[config.mk]
export PLATFORM = sky130hd
export DESIGN_NAME = decode_stage_flat
export DESIGN_NICKNAME = d
export VERILOG_FILES = /design/src/rtl/decode_stage_pkg.sv /design/src/rtl/decode_stage_if.sv /design/src/rtl/regfile_param.sv /design/src/rtl/decode_stage.sv /design/src/flat_wrapper.sv
export SDC_FILE = /design/constraint.sdc
export NUM_CORES = 2
export LEC_CHECK = 0
export BUFFER_PORTS_ARGS = -buffer_cell sky130_fd_sc_hd__buf_2
export CAP_MARGIN = 20
export CORE_ASPECT_RATIO = 1.75
export CORE_UTILIZATION = 35
export CTS_CLUSTER_SIZE = 8
export DETAILED_ROUTE_END_ITERATION = 7
export PLACE_DENSITY = 0.54
export REMOVE_ABC_BUFFERS = 1
export SETUP_SLACK_MARGIN = 0.02
export SKIP_LAST_GASP = 1
export SYNTH_ARGS = -nofsm -noshare
export SYNTH_HDL_FRONTEND = slang
export SYNTH_SLANG_ARGS = --single-unit
[constraint.sdc]
create_clock -name clk -period 2.85 [get_ports clk]
set_input_delay 0 -clock clk [delete_from_list [all_inputs] [get_ports clk]]
set_output_delay 0 -clock clk [all_outputs]
set_load 0.01 [all_outputs]
[src/rtl/decode_stage_pkg.sv]
// decode_stage_pkg: shared opcode/ALU/immediate types, the id_beat_t pipeline register and decode helpers.
package decode_stage_pkg;
    localparam int DATA_W = 32;

    typedef enum logic [6:0] {
        OP_LOAD = 7'h03, OP_IMM = 7'h13, OP_AUIPC = 7'h17, OP_STORE = 7'h23, OP_REG = 7'h33,
        OP_LUI = 7'h37, OP_BRANCH = 7'h63, OP_JALR = 7'h67, OP_JAL = 7'h6F
    } opcode_t;

    typedef enum logic [3:0] {
        ALU_ADD, ALU_SUB, ALU_SLL, ALU_SLT, ALU_SLTU, ALU_XOR, ALU_SRL, ALU_SRA, ALU_OR, ALU_AND, ALU_PASSB
    } alu_op_t;

    typedef enum logic [2:0] {IMM_R, IMM_I, IMM_S, IMM_B, IMM_U, IMM_J, IMM_X} imm_t;

    typedef struct packed {
        logic [DATA_W-1:0] pc;
        opcode_t           opcode;
        logic [2:0]        funct3;
        alu_op_t           alu_control;
        logic [DATA_W-1:0] rs1_data;
        logic [DATA_W-1:0] rs2_data;
        logic [DATA_W-1:0] imm;
        logic [4:0]        rd;
        logic              reg_write;
        logic              illegal;
    } id_beat_t;

    function automatic imm_t fmt_of(logic [6:0] op);
        case (op)
            OP_REG: return IMM_R;
            OP_IMM, OP_LOAD, OP_JALR: return IMM_I;
            OP_STORE: return IMM_S;
            OP_BRANCH: return IMM_B;
            OP_LUI, OP_AUIPC: return IMM_U;
            OP_JAL: return IMM_J;
            default: return IMM_X;
        endcase
    endfunction

    function automatic logic [DATA_W-1:0] imm_extend(imm_t fmt, logic [31:0] i);
        case (fmt)
            IMM_I: return {{20{i[31]}}, i[31:20]};
            IMM_S: return {{20{i[31]}}, i[31:25], i[11:7]};
            IMM_B: return {{19{i[31]}}, i[31], i[7], i[30:25], i[11:8], 1'b0};
            IMM_U: return {i[31:12], 12'b0};
            IMM_J: return {{11{i[31]}}, i[31], i[19:12], i[20], i[30:21], 1'b0};
            default: return '0;
        endcase
    endfunction

    // ALU decoder: branches compare via SUB/SLT/SLTU, address-forming ops use ADD, LUI passes the immediate.
    function automatic alu_op_t alu_decode(opcode_t op, logic [2:0] f3, logic f7b5);
        alu_op_t arith;
        case (f3)
            3'b000: arith = (op == OP_REG && f7b5) ? ALU_SUB : ALU_ADD;
            3'b001: arith = ALU_SLL;
            3'b010: arith = ALU_SLT;
            3'b011: arith = ALU_SLTU;
            3'b100: arith = ALU_XOR;
            3'b101: arith = f7b5 ? ALU_SRA : ALU_SRL;
            3'b110: arith = ALU_OR;
            default: arith = ALU_AND;
        endcase
        case (op)
            OP_REG, OP_IMM: return arith;
            OP_BRANCH: return f3[2] ? (f3[1] ? ALU_SLTU : ALU_SLT) : ALU_SUB;
            OP_LUI: return ALU_PASSB;
            default: return ALU_ADD;
        endcase
    endfunction

    function automatic logic reg_ok(logic [4:0] idx, int nregs);
        return nregs == 32 || !idx[4];
    endfunction
endpackage

[src/rtl/decode_stage_if.sv]
// decode_stage_if: fetch-side and execute-side valid/ready handshakes of the decode stage.
interface decode_stage_if
    import decode_stage_pkg::*;
#(
    parameter int XLEN = 32
);
    logic            in_valid, in_ready, flush;
    logic [31:0]     in_instr;
    logic [XLEN-1:0] in_pc;
    logic            out_valid, out_ready, out_reg_write, out_illegal;
    logic [XLEN-1:0] out_pc, out_rs1_data, out_rs2_data, out_imm;
    opcode_t         out_opcode;
    logic [2:0]      out_funct3;
    alu_op_t         out_alu_control;
    logic [4:0]      out_rd;

    modport master (
        output in_valid, in_instr, in_pc, flush, out_ready,
        input  in_ready, out_valid, out_pc, out_opcode, out_funct3, out_alu_control,
               out_rs1_data, out_rs2_data, out_imm, out_rd, out_reg_write, out_illegal
    );
    modport slave (
        input  in_valid, in_instr, in_pc, flush, out_ready,
        output in_ready, out_valid, out_pc, out_opcode, out_funct3, out_alu_control,
               out_rs1_data, out_rs2_data, out_imm, out_rd, out_reg_write, out_illegal
    );
endinterface

[src/rtl/regfile_param.sv]
// regfile_param: NUM_REGS x XLEN register file, two async reads, one sync write, x0 reads zero.
module regfile_param
    import decode_stage_pkg::*;
#(
    parameter int NUM_REGS = 32,
    parameter int XLEN = 32,
    parameter int AW = $clog2(NUM_REGS)
) (
    input  logic            clk,
    input  logic            reset,
    input  logic            we,
    input  logic [4:0]      waddr,
    input  logic [XLEN-1:0] wdata,
    input  logic [4:0]      ra1,
    input  logic [4:0]      ra2,
    output logic [XLEN-1:0] rd1,
    output logic [XLEN-1:0] rd2
);
    logic [XLEN-1:0] mem [NUM_REGS];

    always_ff @(posedge clk or negedge reset)
        if (!reset) for (int i = 0; i < NUM_REGS; i++) mem[i] <= '0;
        else if (we && waddr != 5'd0 && reg_ok(waddr, NUM_REGS)) mem[waddr[AW-1:0]] <= wdata;

    assign rd1 = (ra1 != 5'd0 && reg_ok(ra1, NUM_REGS)) ? mem[ra1[AW-1:0]] : '0;
    assign rd2 = (ra2 != 5'd0 && reg_ok(ra2, NUM_REGS)) ? mem[ra2[AW-1:0]] : '0;
endmodule

[src/rtl/decode_stage.sv]
// decode_stage: pipelined RV32I/RV32E decode with valid/ready on both sides and an internal regfile.
// Define DECODE_WB_BYPASS_EN to forward same-cycle writebacks into captured and held operands.
module decode_stage
    import decode_stage_pkg::*;
#(
    parameter int XLEN = 32,
    parameter int NUM_REGS = 32
) (
    input logic            clk,
    input logic            reset,
    decode_stage_if.slave  bus,
    input logic            wb_en,
    input logic [4:0]      wb_rd,
    input logic [XLEN-1:0] wb_data
);
    localparam int REG_AW = $clog2(NUM_REGS);

    if (NUM_REGS != 32 && NUM_REGS != 16) begin : g_bad_regs
        $error("NUM_REGS must be 16 (RV32E) or 32 (RV32I)");
    end
    if (XLEN != DATA_W) begin : g_bad_xlen
        $error("XLEN must match the id_beat_t datapath width");
    end

    imm_t              fmt;
    logic [4:0]        rs1, rs2, rd;
    logic              illegal, accept, valid_q;
    logic [XLEN-1:0]   rd1, rd2;
    id_beat_t          beat_d, beat_q;

    assign bus.in_ready = !valid_q || bus.out_ready;
    assign accept = bus.in_valid && bus.in_ready;

    regfile_param #(.NUM_REGS(NUM_REGS), .XLEN(XLEN), .AW(REG_AW)) u_rf (
        .clk(clk), .reset(reset), .we(wb_en), .waddr(wb_rd), .wdata(wb_data),
        .ra1(rs1), .ra2(rs2), .rd1(rd1), .rd2(rd2)
    );

`ifdef DECODE_WB_BYPASS_EN
    logic       wb_ok;
    logic [4:0] held_rs1, held_rs2;
    assign wb_ok = wb_en && wb_rd != 5'd0 && reg_ok(wb_rd, NUM_REGS);
    always_ff @(posedge clk or negedge reset)
        if (!reset) {held_rs1, held_rs2} <= '0;
        else if (accept) {held_rs1, held_rs2} <= {rs1, rs2};
`endif

    // Indices a format does not use are forced to x0 so they read 0 and never match a writeback.
    always_comb begin
        fmt = fmt_of(bus.in_instr[6:0]);
        rs1 = (fmt inside {IMM_R, IMM_I, IMM_S, IMM_B}) ? bus.in_instr[19:15] : 5'd0;
        rs2 = (fmt inside {IMM_R, IMM_S, IMM_B}) ? bus.in_instr[24:20] : 5'd0;
        rd = (fmt inside {IMM_R, IMM_I, IMM_U, IMM_J}) ? bus.in_instr[11:7] : 5'd0;
        illegal = fmt == IMM_X || !reg_ok(rs1, NUM_REGS) || !reg_ok(rs2, NUM_REGS) || !reg_ok(rd, NUM_REGS);
        beat_d.pc = bus.in_pc;
        beat_d.opcode = opcode_t'(bus.in_instr[6:0]);
        beat_d.funct3 = (fmt inside {IMM_U, IMM_J}) ? 3'd0 : bus.in_instr[14:12];
        beat_d.alu_control = illegal ? ALU_ADD
                           : alu_decode(opcode_t'(bus.in_instr[6:0]), bus.in_instr[14:12], bus.in_instr[30]);
        beat_d.rs1_data = rd1;
        beat_d.rs2_data = rd2;
`ifdef DECODE_WB_BYPASS_EN
        if (wb_ok && wb_rd == rs1) beat_d.rs1_data = wb_data;
        if (wb_ok && wb_rd == rs2) beat_d.rs2_data = wb_data;
`endif
        beat_d.imm = illegal ? '0 : imm_extend(fmt, bus.in_instr);
        beat_d.rd = rd;
        beat_d.reg_write = !illegal && rd != 5'd0;
        beat_d.illegal = illegal;
    end

    always_ff @(posedge clk or negedge reset)
        if (!reset) begin
            valid_q <= 1'b0;
            beat_q <= '0;
        end else begin
            valid_q <= !bus.flush && (accept || (valid_q && !bus.out_ready));
            if (accept) beat_q <= beat_d;
`ifdef DECODE_WB_BYPASS_EN
            else if (valid_q && !bus.out_ready) begin
                if (wb_ok && wb_rd == held_rs1) beat_q.rs1_data <= wb_data;
                if (wb_ok && wb_rd == held_rs2) beat_q.rs2_data <= wb_data;
            end
`endif
        end

    assign bus.out_valid = valid_q;
    assign bus.out_pc = beat_q.pc;
    assign bus.out_opcode = beat_q.opcode;
    assign bus.out_funct3 = beat_q.funct3;
    assign bus.out_alu_control = beat_q.alu_control;
    assign bus.out_rs1_data = beat_q.rs1_data;
    assign bus.out_rs2_data = beat_q.rs2_data;
    assign bus.out_imm = beat_q.imm;
    assign bus.out_rd = beat_q.rd;
    assign bus.out_reg_write = beat_q.reg_write;
    assign bus.out_illegal = beat_q.illegal;
endmodule

[src/flat_wrapper.sv]
// flat-port wrapper written by rule: the top's interface ports become plain ports
module decode_stage_flat import decode_stage_pkg::*;
#(
    parameter int XLEN = 32,
    parameter int NUM_REGS = 32
)
  (clk, reset, wb_en, wb_rd, wb_data, bus_in_valid, bus_in_instr, bus_in_pc, bus_flush, bus_out_ready, bus_in_ready, bus_out_valid, bus_out_pc, bus_out_opcode, bus_out_funct3, bus_out_alu_control, bus_out_rs1_data, bus_out_rs2_data, bus_out_imm, bus_out_rd, bus_out_reg_write, bus_out_illegal);
  decode_stage_if #(.XLEN(XLEN)) bus_i ();
  input logic clk;
  input logic reset;
  input logic wb_en;
  input logic [4:0] wb_rd;
  input logic [XLEN-1:0] wb_data;
  input wire logic [$bits(bus_i.in_valid)-1:0] bus_in_valid;
  input wire logic [$bits(bus_i.in_instr)-1:0] bus_in_instr;
  input wire logic [$bits(bus_i.in_pc)-1:0] bus_in_pc;
  input wire logic [$bits(bus_i.flush)-1:0] bus_flush;
  input wire logic [$bits(bus_i.out_ready)-1:0] bus_out_ready;
  output wire logic [$bits(bus_i.in_ready)-1:0] bus_in_ready;
  output wire logic [$bits(bus_i.out_valid)-1:0] bus_out_valid;
  output wire logic [$bits(bus_i.out_pc)-1:0] bus_out_pc;
  output wire logic [$bits(bus_i.out_opcode)-1:0] bus_out_opcode;
  output wire logic [$bits(bus_i.out_funct3)-1:0] bus_out_funct3;
  output wire logic [$bits(bus_i.out_alu_control)-1:0] bus_out_alu_control;
  output wire logic [$bits(bus_i.out_rs1_data)-1:0] bus_out_rs1_data;
  output wire logic [$bits(bus_i.out_rs2_data)-1:0] bus_out_rs2_data;
  output wire logic [$bits(bus_i.out_imm)-1:0] bus_out_imm;
  output wire logic [$bits(bus_i.out_rd)-1:0] bus_out_rd;
  output wire logic [$bits(bus_i.out_reg_write)-1:0] bus_out_reg_write;
  output wire logic [$bits(bus_i.out_illegal)-1:0] bus_out_illegal;
  assign bus_i.in_valid = bus_in_valid;
  assign bus_i.in_instr = bus_in_instr;
  assign bus_i.in_pc = bus_in_pc;
  assign bus_i.flush = bus_flush;
  assign bus_i.out_ready = bus_out_ready;
  assign bus_in_ready = bus_i.in_ready;
  assign bus_out_valid = bus_i.out_valid;
  assign bus_out_pc = bus_i.out_pc;
  assign bus_out_opcode = bus_i.out_opcode;
  assign bus_out_funct3 = bus_i.out_funct3;
  assign bus_out_alu_control = bus_i.out_alu_control;
  assign bus_out_rs1_data = bus_i.out_rs1_data;
  assign bus_out_rs2_data = bus_i.out_rs2_data;
  assign bus_out_imm = bus_i.out_imm;
  assign bus_out_rd = bus_i.out_rd;
  assign bus_out_reg_write = bus_i.out_reg_write;
  assign bus_out_illegal = bus_i.out_illegal;
  decode_stage #(.XLEN(XLEN), .NUM_REGS(NUM_REGS)) u_core (.clk(clk), .reset(reset), .bus(bus_i), .wb_en(wb_en), .wb_rd(wb_rd), .wb_data(wb_data));
endmodule
Yosys cells after proc, flatten, opt, wreduce, memory -nomap -nowiden
Cells that the tools add are included.
{"block": "word_totals", "word_cells": 122, "inputBits": 107, "regBits": 1174}
{"block": "op_classes", "eq_ne": 21, "magnitude_cmp": 4, "bitwise_logic": 3, "n_reduce_logical": 26, "muxes": 25}
{"operator": "bitwise mux 1024 bit", "n": 1}
{"operator": "binary-select mux 32 bit (select 5 bit)", "n": 2}
{"operator": "two-way mux 32 bit", "n": 8}
{"operator": "demux 32 bit (select 5 bit)", "n": 1}
{"operator": "one-hot mux 32 bit (5 select lines)", "n": 1}
{"operator": "one-hot mux 4 bit (7 select lines)", "n": 1}
{"operator": "== test 7 x 6 -> 1 bit, second input constant", "n": 3}
{"operator": "== test 7 bit, second input constant", "n": 3}
{"operator": "nonzero test 5 bit", "n": 4}
{"operator": "== test 3 bit, second input constant", "n": 6}
{"operator": "greater-or-equal comparator 6 bit, second input constant", "n": 3}
{"operator": "NOT 5 -> 6 bit", "n": 3}
{"operator": "one-hot mux 3 bit (6 select lines)", "n": 1}
{"operator": "two-way mux 5 bit", "n": 3}
{"operator": "== test 7 x 5 -> 1 bit, second input constant", "n": 2}
{"operator": "== test 3 x 2 -> 1 bit, second input constant", "n": 4}
{"operator": "one-hot mux 4 bit (3 select lines)", "n": 1}
{"operator": "two-way mux 4 bit", "n": 2}
{"operator": "nonzero test 4 bit", "n": 2}
{"operator": "== test 7 x 2 -> 1 bit, second input constant", "n": 1}
{"operator": "logical AND 1 bit", "n": 7}
{"operator": "== test 3 x 1 -> 1 bit, second input constant", "n": 2}
{"operator": "zero test 3 bit", "n": 2}
{"operator": "less-than comparator 6 x 1 -> 1 bit, second input constant", "n": 1}
{"operator": "other kinds (8)", "n": 15}

Logic depth before layout (Yosys ltp)
{"block": "depth", "word_depth": 11, "ltp_mapped": 16}

Cells and area by module
From an unflattened synthesis, not the netlist that was laid out.
{"block": "hier_totals", "cells_unflattened": 4304, "hier_area_um2": 60690.7}
{"module": "regfile_param", "area_per_inst_um2": 54302.1, "cells_per_inst": 3619, "seq_area_each_um2": 25624.6, "instances": 1}
{"module": "decode_stage", "area_per_inst_um2": 6388.6, "cells_per_inst": 685, "seq_area_each_um2": 3753.6, "instances": 1}

Worst setup path after synthesis
No wires, ideal clock.
{"block": "synth_timing", "path_kind": "input port to flip-flop", "from": "input bus_in_instr[3]", "to": "register u_core.beat_q, in the netlist u_core.bus.out_rs1_data[11]", "stages": 12, "setup_slack_ns": -0.023, "required_time_ns": 2.763, "setup_ns": 0.087, "arrival_time_ns": 2.786, "path_cell_list": "nand3b_1 -> or3_1 -> clkbuf_1 -> ha_1 -> o21ai_4 -> nand2_2 -> or4_1 -> buf_2 -> buf_6 -> a221o_1 -> or4_1 -> o211ai_1"}
{"block": "synth_via", "elab_chain_len": 11}
{"item": "from (decl)", "line_no": "flat_wrapper.sv:15", "text": "input wire logic [$bits(bus_i.in_instr)-1:0] bus_in_instr;"}
{"item": "== test 7 x 2 -> 1 bit, or another cell as far along", "line_no": "decode_stage_pkg.sv:30", "text": "case (op)"}
{"item": "OR reduction 3 bit or OR reduction 2 bit (tied branches)", "line_no": "decode_stage_pkg.sv:30"}
{"item": "one-hot mux 3 bit (6 select lines) (*)", "line_no": "decode_stage_pkg.sv:30"}
{"item": "== test 3 x 1 -> 1 bit, or another cell as far along", "line_no": "decode_stage.sv:51", "text": "rs1 = (fmt inside {IMM_R, IMM_I, IMM_S, IMM_B}) ? bus.in_instr[19:15] : 5'd0;"}
{"item": "nonzero test 4 bit (*)", "line_no": "decode_stage.sv:51"}
{"item": "two-way mux 5 bit (*)", "line_no": "decode_stage.sv:51"}
{"item": "NOT 5 -> 6 bit (not written as such)", "line_no": "regfile_param.sv:25", "text": "assign rd1 = (ra1 != 5'd0 && reg_ok(ra1, NUM_REGS)) ? mem[ra1[AW-1:0]] : '0;"}
{"item": "binary-select mux 32 bit (select 5 bit)", "line_no": "regfile_param.sv:25"}
{"item": "two-way mux 32 bit (not written as such) (2 in series)", "line_no": "regfile_param.sv:25"}
{"item": "two-way mux 32 bit (*)", "line_no": "regfile_param.sv:25"}
{"item": "to (signal assigned)", "line_no": "decode_stage.sv:78", "text": "if (accept) beat_q <= beat_d;"}
{"item": "to (decl)", "line_no": "decode_stage.sv:29", "text": "id_beat_t beat_d, beat_q;"}
Mark *: on every way between the ends. The rest lies on a longest branch, timed or not. The select of a mux whose other input is x is not followed.
A chain may end at the register's enable or synchronous reset.

Worst setup path in the final report
{"block": "layout_timing", "from": "input bus_in_instr[6]", "to": "register u_core.beat_q, in the netlist u_core.bus.out_rs2_data[12]"}
{"block": "layout_via", "elab_chain_len": 11}
{"item": "== test 7 x 2 -> 1 bit, or another cell as far along", "line_no": "decode_stage_pkg.sv:30"}
{"item": "OR reduction 3 bit or OR reduction 2 bit (tied branches)", "line_no": "decode_stage_pkg.sv:30"}
{"item": "one-hot mux 3 bit (6 select lines) (*)", "line_no": "decode_stage_pkg.sv:30"}
{"item": "== test 3 x 2 -> 1 bit or zero test 3 bit (tied branches)", "line_no": "decode_stage.sv:52", "text": "rs2 = (fmt inside {IMM_R, IMM_S, IMM_B}) ? bus.in_instr[24:20] : 5'd0;"}
{"item": "nonzero test 3 bit (*)", "line_no": "decode_stage.sv:52"}
{"item": "two-way mux 5 bit (*)", "line_no": "decode_stage.sv:52"}
{"item": "NOT 5 -> 6 bit (not written as such)", "line_no": "regfile_param.sv:26", "text": "assign rd2 = (ra2 != 5'd0 && reg_ok(ra2, NUM_REGS)) ? mem[ra2[AW-1:0]] : '0;"}
{"item": "binary-select mux 32 bit (select 5 bit)", "line_no": "regfile_param.sv:26"}
{"item": "two-way mux 32 bit (not written as such) (2 in series)", "line_no": "regfile_param.sv:26"}
{"item": "two-way mux 32 bit (*)", "line_no": "regfile_param.sv:26"}
Marks and branches as above.

==> results.md <==
* Die height at 557.5 um
* Buf/Inv on CP at 6
* Clock share of power at 37.8%
* Reg area at 29380 um^2
* Via count at 53518
* Total die area at 178100 um^2
* Sw Ratio at 28.72%
* DRC violations left at 0
* Final setup viols at 0
* Seq pwr share at 45.8%
* Largest net degree at the start of global routing at 101
* Mapped cell area at 61720 um^2
* Max_cap viols at 0
* Crit-path max cell delay at 0.58 ns
* Period utilization at 95.48%
* ANT nets after route at 0
* Hold Vio Cnt, Final at 0
* Distinct cells, synth at 69
* Clk Latency, worst-skew pair at 0.83 ns
* Pre-CTS setup slack at -0.3000 ns
* Top delay family on crit path: buffers and inverters
* Slew margin rel. at 30.92%
* Post-synth EDFFs at 0
* Combinational Power Share at 16.4%
* CP Depth at 14
* Design Area, Final at 75260 um^2
* Max Slew Vio Count at 0
* Htree depth at 4
* TritonRoute pass-1 iters at 6
* Total track usage at 30.82%
* Worst-path clk slew at 0.05 ns
* Worst path slowest cell: dlygate4sd3_1
* WHS Path Cells at 3
* Internal power at 34.26 mW
* Critical path class: input pin to flip-flop
* Seq/Total Area, Yosys at 47.60%
* Hold WC Path Type: input pin to flip-flop
* Async SR Flop Fraction at 100.0%
* RePlAce Congestion at 0.9372
* Startpoint Class: input pin
* Leak at 33.41 nW
* Synth Register Bits at 1174
* Wire per inst at 33.40 um
* Cell Pwr Density at 638.7 nW/um^2
* Half-perimeter wire length after placement at 176900 um
* Worst path cell trace: buf_2, dlygate4sd3_1, buf_4, and4b_1, nor2_1, buf_4, o21ai_2, buf_12, or3_2, buf_12, a221o_1, a221o_1, a21oi_1, o32ai_1
* Clock sinks at 1174
* Total grt overflow at 0
* CP max FO at 16
* Starting DRT DRC Count at 5586
* YS warnings at 0
* Area Overhead vs Synth at 21.93%
* Deepest clock path buffer count at 4
* Data required, critical path at 3.51 ns
* Status: finished clean
* Chip Width at 319.4 um
* Worst Reg-to-Reg Cells at 8
* Syn avg cell area at 11.00 um^2
* Tmin final at 2.721 ns
* Vias per cell at 6.395
* First-pass GRT wire length at 398300 um
* Setup crit end kind: flip-flop
* PnR worst setup slack at 0.1288 ns
* Placed cells at 8026
* Cells after synthesis at 5612
* WP data arrival at 3.38 ns
* Worst vdd ir at 0.0004766 V
* Share of layout cells above drive strength 1 at 35.85%
* Clk_skew at 0.05553 ns
* Footprint of the multi-input gates at 30350 um^2
* Maximum clock rate at 0.3675 GHz
* Ys flop type: dfrtp_1
* RSZ-0062 raised after global routing: false
* Initial antenna violation count at 14
* Row cnt at 203
* Fin nets at 6206
* Total CTS buffers at 172
* Initial core utilization at 35.27%
* Buffers on Ports at 257
* IO Pins at 258
* Worst-Margin Slew at 1.036 ns
* Post-Route WL at 279500 um
* CORE AREA at 175000 um^2
* CTS tree: done
* Fill cells at 16310
* Setup_tns at 0 ns
* Post-Layout Cell Count at 8369
* Number of global-route vias before repair at 54551
* Sw power at 13.80 mW
* Placed inst area at 69220 um^2
* Root cell of the clock tree: clkbuf_16
==> flip-flops by register name, indices dropped and copies added (netlist names) <==
| register | flops |
|---|---|
| u_core.bus.out_illegal | 1 |
| u_core.bus.out_rs1_data | 32 |
| u_core.bus.out_alu_control | 4 |
| u_core.bus.out_reg_write | 1 |
| u_core.bus.out_rd | 5 |
| u_core.bus.out_imm | 32 |
| u_core.bus.out_rs2_data | 32 |
| u_core.bus.out_opcode | 7 |
| u_core.bus.out_pc | 32 |
| u_core.u_rf.mem | 1024 |
| u_core.bus.out_valid | 1 |
| u_core.bus.out_funct3 | 3 |
==> cells in the final DEF, fill, tap and decap left out, types with 52 or more instances in the layout <==
master         synthesis  layout
a211oi_1             109     108
a21oi_1              321     321
a221o_1               65      65
a221oi_1             144     144
a31oi_1               77      77
and3_1                54      52
buf_12                 0     120
buf_2                 37     251
buf_4                  4     384
clkbuf_16              0     174
dfrtp_1             1174    1174
dlygate4sd3_1          0     150
mux2_2              1111    1111
mux2i_1              236     236
nand2_1              531     510
nand3_1               93      88
nor2_1               230     204
o211ai_1              77      77
o21ai_0              222     222
==> cell usage after synthesis, types with 5 or more instances <==
library cell	count	area share [%]
buf_2	37	0.30
nand3b_1	10	0.12
a31oi_1	77	0.78
nor3b_1	5	0.061
o2111ai_1	10	0.14
o211ai_1	77	0.94
a32o_1	37	0.60
o32ai_1	37	0.53
buf_1	87	0.53
a32oi_1	14	0.20
nor4_1	14	0.14
nor2_1	230	1.4
mux2i_1	236	3.8
a2111oi_0	8	0.11
and3_1	54	0.55
o31ai_1	36	0.44
nand3_1	93	0.75
clkbuf_1	470	2.9
nor2b_1	16	0.16
o21ai_0	222	1.8
mux2_2	1111	20
or4_1	26	0.32
or2_2	5	0.051
a222oi_1	20	0.32
o21a_1	17	0.21
a221oi_1	144	2.0
nand2_1	531	3.2
a22oi_1	15	0.18
dfrtp_1	1174	48
o2bb2ai_1	10	0.14
a22o_1	49	0.70
inv_1	8	0.049
nor3_1	36	0.29
nand2b_1	5	0.051
a211oi_1	109	1.3
a21oi_1	321	2.6
or3_1	27	0.27
o22ai_1	42	0.43
a221o_1	65	1.1
nand4_1	23	0.23
a31o_1	7	0.099
mux4_2	42	1.5
==> layout make-up <==
type / count / area share, %
Multi-Input combinational cell: 3825 / 40.33
Sequential cell: 1174 / 39.04
Clock inverter: 6 / 0.1280
Tap cell: 2255 / 3.749
Timing Repair Buffer: 913 / 10.88
Clock buffer: 175 / 5.763
Inverter: 11 / 0.07149
Antenna cell: 10 / 0.03325
==> power by group through the flow <==
stage | Clock, mW | Combinational, mW | Sequential [mW]
6_report | 18.2 | 7.88 | 22.0
5_1_grt | 19.0 | 8.45 | 22.3
3_3_place_gp | 0 | 7.44 | 22.0
3_5_place_dp | 0 | 7.61 | 22.1
4_1_cts | 18.4 | 7.81 | 21.9
2_1_floorplan | 0 | 4.74 | 21.3
==> cell families (layout without fill, tap and decap cells) <==
group           Yosys count  count (layout)  share of synthesized area (%)
flops                  1174            1174                          47.60
compound gates         1340            1340                          14.94
other cells               0              10                              0
simple gates           1094            1094                          7.892
buf+inv                 613            1105                          3.896
mux                    1389            1389                          25.63
fa+ha+maj                 2               2                        0.04054
==> through the flow <==
stage | power, mW | utilization, % | hold slack, ns
after floorplan | 26.08 | - | -0.2956
after global placement | 29.45 | 39.54 | 0.05825
after detailed placement | 29.75 | 39.55 | 0.05960
after CTS | 48.09 | 42.96 | 0.001533
after global routing | 49.73 | 43.00 | 0.03482
final | 48.07 | 43.00 | 0.03509
==> final timing paths <==
check | from | slack, ns | end
setup / recovery | bus_in_instr[6] | 0.13 | u_core.bus.out_rs2_data[12]$_DFFE_PN0P_
hold / removal | bus_in_instr[25] | 0.04 | u_core.bus.out_imm[5]$_DFFE_PN0P_
setup reg to reg | u_core.bus.out_valid$_DFF_PN0_ | 0.23 | u_core.bus.out_rd[1]$_DFFE_PN0P_
hold reg to reg | u_core.u_rf.mem[1017]$_DFFE_PN0P_ | 0.42 | u_core.u_rf.mem[1017]$_DFFE_PN0P_
max in group asynchronous | reset | 2.19 | u_core.u_rf.mem[329]$_DFFE_PN0P_
min in group asynchronous | reset | 0.07 | u_core.u_rf.mem[104]$_DFFE_PN0P_
==> per-layer routing <==
metal  vias to the layer above  GRT usage (%)  wire length [um]
met5                         -              0                38
met4                         6          23.53             23980
met3                      1076          5.527             22090
met2                      3201          50.97            132500
met1                     27380          35.46            101000
li1                      21855              -                 -
==> worst reg2reg max path: stages (launching register included) <==
cell,delay [ns]
dfrtp_1,0.34
nand2b_1,0.11
nand2_4,0.12
buf_4,0.13
buf_4,0.58
buf_6,0.48
nand2_1,0.11
o21ai_0,0.08
dlygate4sd3_1,0.57
==> what timing repair did <==
action,CTS,global route
hold endpoints to repair,2117,0
endpoints found under the setup margin,0,24
hold buffers,151,0
gates resized for setup,0,6
setup buffers,0,0
(Power assumes the default switching activity.)
